## src/rtl/rv_pipe_pkg.sv

```systemverilog
// Shared definitions for the 5-stage RISC-V pipeline: opcodes, the NOP encoding,
// front-end stage states and the word-indexed JAL offset helper.
package rv_pipe_pkg;

    localparam logic [6:0] OPC_JAL    = 7'b1101111;
    localparam logic [6:0] OPC_JALR   = 7'b1100111;
    localparam logic [6:0] OPC_BRANCH = 7'b1100011;
    localparam logic [6:0] OPC_LOAD   = 7'b0000011;
    localparam logic [6:0] OPC_STORE  = 7'b0100011;
    localparam logic [6:0] OPC_OP     = 7'b0110011;
    localparam logic [6:0] OPC_OP_IMM = 7'b0010011;
    localparam logic [6:0] OPC_LUI    = 7'b0110111;
    localparam logic [6:0] OPC_AUIPC  = 7'b0010111;
    localparam logic [6:0] OPC_HALT   = 7'h7F;

    localparam logic [31:0] NOP_INSTR = 32'h0000_0013;

    typedef enum logic [1:0] {
        ST_RUN,
        ST_SQUASH,
        ST_HALTED
    } stage_state_e;

    // sext(J-imm) >>> 2: the byte offset's low two bits are dropped, leaving imm[20:2]
    function automatic logic [31:0] jal_word_offset(input logic [31:0] instr);
        return {{13{instr[31]}}, instr[31], instr[19:12], instr[20], instr[30:22]};
    endfunction

endpackage

```

## src/rtl/rv_operand_use.sv

```systemverilog
// Extracts the source register fields of an instruction and flags which of them
// the opcode actually reads.
module rv_operand_use
    import rv_pipe_pkg::*;
(
    input  logic [31:0] instr,
    output logic [4:0]  rs1,
    output logic [4:0]  rs2,
    output logic        rs1_used,
    output logic        rs2_used
);

    logic [6:0] opcode;
    logic       unused_fields;

    assign opcode = instr[6:0];
    assign rs1    = instr[19:15];
    assign rs2    = instr[24:20];

    assign rs2_used = (opcode == OPC_OP) || (opcode == OPC_STORE) || (opcode == OPC_BRANCH);
    assign rs1_used = !((opcode == OPC_JAL) || (opcode == OPC_LUI) || (opcode == OPC_AUIPC));

    assign unused_fields = ^{instr[31:25], instr[14:7]};

endmodule

```

## src/rtl/if_id_stage.sv

```systemverilog
// IF/ID pipeline register plus the front-end hazard controller that steers the
// program server (redirects, load-use stalls, HALT).
module if_id_stage
    import rv_pipe_pkg::*;
#(
    parameter logic [31:0] NOP      = NOP_INSTR,
    parameter logic [6:0]  HALT_OPC = OPC_HALT
) (
    input  logic        clk,
    input  logic        rst_n,
    input  logic        hlt,
    input  logic [31:0] if_instruction,
    input  logic [31:0] if_pc,
    input  logic [31:0] if_nextpc,
    input  logic [4:0]  ex_rd,
    input  logic        ex_mem_read,
    input  logic        ex_redirect,
    input  logic [31:0] ex_target,
    output logic        jump,
    output logic [31:0] next,
    output logic        stall,
    output logic        bubble,
    output logic [31:0] id_instr,
    output logic [31:0] id_pc,
    output logic [31:0] id_nextpc,
    output logic        id_valid,
    output logic        id_kill
);

    stage_state_e state_q, state_d;
    logic [31:0]  id_instr_q, id_pc_q, id_nextpc_q;
    logic         id_valid_q;

    logic [4:0]   rs1, rs2;
    logic         rs1_used, rs2_used;
    logic         load_use, is_jal, is_halt;
    logic         jump_d, stall_d, bubble_d, kill_d, load_if_d, load_nop_d;
    logic [31:0]  next_d;

    rv_operand_use u_operand_use (
        .instr    (id_instr_q),
        .rs1      (rs1),
        .rs2      (rs2),
        .rs1_used (rs1_used),
        .rs2_used (rs2_used)
    );

    assign load_use = id_valid_q && ex_mem_read && (ex_rd != 5'd0) &&
                      ((rs1_used && (rs1 == ex_rd)) || (rs2_used && (rs2 == ex_rd)));
    assign is_jal   = id_valid_q && (id_instr_q[6:0] == OPC_JAL);
    assign is_halt  = id_valid_q && (id_instr_q[6:0] == HALT_OPC);

    always_comb begin
        jump_d     = 1'b0;
        next_d     = '0;
        stall_d    = 1'b0;
        bubble_d   = 1'b0;
        kill_d     = 1'b0;
        load_if_d  = 1'b0;
        load_nop_d = 1'b0;
        state_d    = (state_q == ST_SQUASH) ? ST_RUN : state_q;

        if (hlt) begin
            state_d = state_q;
        end else if (state_q == ST_HALTED) begin
            bubble_d = 1'b1;
        end else if (ex_redirect) begin
            // EX redirect outranks a JAL in ID: that JAL is on the wrong path
            jump_d     = 1'b1;
            next_d     = ex_target;
            state_d    = ST_SQUASH;
            load_nop_d = 1'b1;
        end else if (load_use) begin
            stall_d = 1'b1;
            kill_d  = 1'b1;
        end else if (is_jal) begin
            jump_d     = 1'b1;
            next_d     = id_pc_q + jal_word_offset(id_instr_q);
            state_d    = ST_SQUASH;
            load_nop_d = 1'b1;
        end else if (is_halt) begin
            state_d = ST_HALTED;
        end else begin
            load_if_d = 1'b1;
        end
    end

    always_ff @(posedge clk or negedge rst_n) begin
        if (!rst_n) begin
            state_q     <= ST_RUN;
            id_instr_q  <= NOP;
            id_pc_q     <= 32'd0;
            id_nextpc_q <= 32'd1;
            id_valid_q  <= 1'b0;
        end else begin
            state_q <= state_d;
            if (load_nop_d) begin
                id_instr_q <= NOP;
                id_valid_q <= 1'b0;
            end else if (load_if_d) begin
                id_instr_q  <= if_instruction;
                id_pc_q     <= if_pc;
                id_nextpc_q <= if_nextpc;
                id_valid_q  <= 1'b1;
            end
        end
    end

    // Control outputs are forced low while reset is held
    assign jump    = rst_n & jump_d;
    assign next    = rst_n ? next_d : 32'd0;
    assign stall   = rst_n & stall_d;
    assign bubble  = rst_n & bubble_d;
    assign id_kill = rst_n & kill_d;

    assign id_instr  = id_instr_q;
    assign id_pc     = id_pc_q;
    assign id_nextpc = id_nextpc_q;
    assign id_valid  = id_valid_q;

endmodule

```

## config.mk

```make
export PLATFORM = sky130hd
export DESIGN_NAME = if_id_stage
export DESIGN_NICKNAME = d
export VERILOG_FILES = /design/src/rtl/rv_pipe_pkg.sv /design/src/rtl/rv_operand_use.sv /design/src/rtl/if_id_stage.sv
export SDC_FILE = /design/constraint.sdc
export NUM_CORES = 1
export LEC_CHECK = 0
export BUFFER_PORTS_ARGS = -buffer_cell sky130_fd_sc_hd__buf_2
export CORE_MARGIN = 2
export CORE_UTILIZATION = 35
export CTS_BUF_LIST = sky130_fd_sc_hd__clkbuf_8 sky130_fd_sc_hd__clkbuf_16
export DETAILED_ROUTE_END_ITERATION = 12
export HOLD_SLACK_MARGIN = 0.02
export PLACE_DENSITY_LB_ADDON = 0.08
export SYNTH_ARGS = -nofsm -noshare
export SYNTH_HDL_FRONTEND = slang
export SYNTH_SLANG_ARGS = --single-unit
```

## constraint.sdc

```tcl
create_clock -name clk -period 8.15 [get_ports clk]
set_input_delay 1.2225 -clock clk [delete_from_list [all_inputs] [get_ports clk]]
set_output_delay 1.2225 -clock clk [all_outputs]
set_load 0.03 [all_outputs]
```

==> summary.txt <==
Logic synthesis
  • Ys flop type: dfrtp_1
  • Register area share after synthesis: 38.1%
  • Post-synth ARST share: 100%
  • Synthesized flop and latch total: just under 100
  • Most common cell in the netlist: nand2_1
  • Post-synth top cells: nand2_1 (100), dfrtp_1 (95), mux2_4 (63)
  • Post-synth EDFFs: 0
  • Syn Area/Cell: 10.0 um^2
  • Yosys warns: 0
  • Syn_nets: 821
  • Synth top area share: 36.5%
  • Post-Syn Instances: 651
  • Post-synth cell types: 67
  • Ranking of synthesized cells by area: dfrtp_1 (37%), mux2_4 (15%), ha_1 (6.0%), nand2_1 (5.8%), o21ai_0 (4.3%)
  • Yosys top cell by area: dfrtp_1
  • Mapped cell area: ~6500 um^2

Flow run
  • Max cap viols: 0

Critical path
  • Critical path type: input pin to primary output
  • CP endpoint kind: primary output
  • CP Launch Type: input pin
  • Reg2reg path depth: 6
  • Slowest stage delay, CP: 1070 ps
  • Largest fanout on the critical path: 22
  • Reg2Reg Launch Point: id_instr[4]$_DFFE_PN1P_
  • Largest delay share family, worst path: simple AND/OR/NAND/NOR gates
  • Worst reg-to-reg setup slack: 4700 ps
  • CP max-delay cell: nor4_1
  • WP buf/inv: 2
  • RR Endpoint: id_nextpc[21]$_DFFE_PN0P_
  • WP data required: 6930 ps
  • Crit path cell chain: buf_4, nand3b_1, nor4_1, and3_1, mux2i_1, nand2_1, buf_2
  • Critical Path AT: ~3700 ps

Global route
  • Initial antenna violation count: 4
  • Aggregate global-route resource usage: 19.8%
  • Global route overflow: 0
  • Number of global-route vias before repair: approximately 5800
  • First-pass GRT wire length: 30900 um
  • Largest net degree at the start of global routing: 81

CTS
  • Post-CTS Hold Fix Bufs: 0
  • Root buf cell: clkbuf_16
  • Maximum clock path buffer count: 2
  • Worst skew pair latency: 350 ps
  • Clock transition at path regs: ~70 ps
  • CTS sink cnt: 99
  • Htree depth: 3
  • CTS buffer count: 9
  • CTS tree: built
  • CTS resizes: 0
  • Post-CTS Setup Bufs: 0

Routing
  • Post-route ant nets: 0
  • # DRC: 0
  • Final wirelength: 19600 um
  • DRT iter0 DRCs: slightly below 200
  • Vias per inst: 5.03
  • Via count: roughly 5700
  • Drt pass-1 iters: 4
  • WL/cell: 17.2 um

Floorplan
  • Initial Util: 36.0%
  • DIE WIDTH: approximately 140 um
  • Core area: 18100 um^2
  • Die Ht: 140 um
  • Number of I/O pins: 271
  • Die area: 19700 um^2
  • Rows: 49

Outcome
  • Outcome: completed

Final layout
  • P&R area growth vs syn: 26.1%
  • Layout cell share with drive strength beyond 1: ~43%
  • Nets: 1070
  • Fin cells: 1136

Power and ir drop
  • Pwr/cell area: 212 nW/um^2
  • Tot Pwr: 1740 uW
  • VDD IR-drop max: 0.0928 mV
  • Leak: 0.00414 uW

Placement
  • Placer congestion estimate: 0.829
  • DP HPWL: between 10000 and 15000 um
  • Placed Instances: 1118
  • Port bufs: 270
  • Pre-CTS setup slack: between 3000 and 4000 ps

Timing
  • Fmax: 0.203 GHz
  • Slew Limit Fails: 0
  • Final setup vio count: 0
  • Final Hold Vio Count: 0
  • Worst-margin pin slew: 1110 ps
  • Setup Skew: ~9.0 ps
  • Post-route clock period utilization: 60.5%
  • RSZ-0062 raised after global routing: no
  • Relative slew slack: roughly a quarter
  • Crit path time final: between 4000 and 5000 ps
  • Fin worst setup slack: about 3200 ps
  • Fin Setup TNS: 0 ps

Min path
  • Hold path startpoint: id_nextpc[31]$_DFFE_PN0P_
  • Hold WC Path Type: register to register
  • Hold path cells: 1
  • Worst-case hold path end point: id_nextpc[31]$_DFFE_PN0P_
report_power, final:
group	switching, uW	leakage, uW	total (uW)	internal [uW]
Clock	207	0.000136	417	210
Combinational	425	0.00281	703	278
Sequential	65.3	0.00119	624	559
Total	696	0.00414	1740	1050
how the worst max path moves through the flow:
stage                             start  cells after the start  endpoint
5_1_grt                           rst_n                      7  next[23]
3_5_place_dp                      rst_n                      7  next[23]
2_1_floorplan  id_instr[22]$_DFFE_PN0P_                     11  next[16]
3_3_place_gp                      rst_n                      7  next[23]
6_report                          rst_n                      7  next[23]
4_1_cts                           rst_n                      7  next[23]
layout by cell type, fill, tap and decap left out, types with 6 or more instances in the layout:
cell / n
xor2_1: 17
inv_1: 9
nand2_2: 9
o21ai_2: 10
buf_2: 269
ha_1: 31
nand3_1: 11
a21oi_1: 30
nand2_1: 100
nor2_1: 39
nand4_1: 10
o21ai_1: 6
clkbuf_16: 9
a22oi_1: 9
a21o_1: 16
xnor2_1: 20
mux2_4: 63
dfrtp_1: 95
o21ai_0: 56
nor2b_1: 6
cell families after synthesis:
| kind of cell | share of synthesized area, % |
|---|---|
| simple gates | 14.3 |
| compound gates | 17.1 |
| flops | 38.1 |
| mux | 14.9 |
| buf+inv | 4.38 |
| xor+xnor | 4.98 |
| fa+ha+maj | 6.27 |
flip-flops by register name, summed over array words and instances (netlist names):
register,flops
id_instr,32
id_pc,32
id_nextpc,32
state_q,2
id_valid,1
layer usage:
metal  wire length [um]  track usage, %  up-vias
met2               9200            31.6      185
li1                   -               -     2827
met4                380            6.38        4
met5                 27               0        -
met3               1210            4.68       27
met1               8780            26.7     2666
per-stage QoR:
stage / hold slack, ps / area, um^2 / utilization [%]
2_1_floorplan: 508 / 6510 / -
3_3_place_gp: 491 / 7930 / 43.8
3_5_place_dp: 490 / 7930 / 43.8
4_1_cts: 514 / 8210 / 45.4
5_1_grt: 525 / 8210 / 45.4
6_report: 509 / 8210 / 45.4
final cells by class:
cell class	count	area, um^2
Antenna cell	2	5.00
Clock buffer	9	225
Clock inverter	7	52.6
Fill cell	1789	9870
Inverter	8	30.0
Multi-Input combinational cell	508	3750
Sequential cell	99	2480
Tap cell	229	287
Timing Repair Buffer	274	1380
No activity file was read; power rests on OpenSTA's default activity.
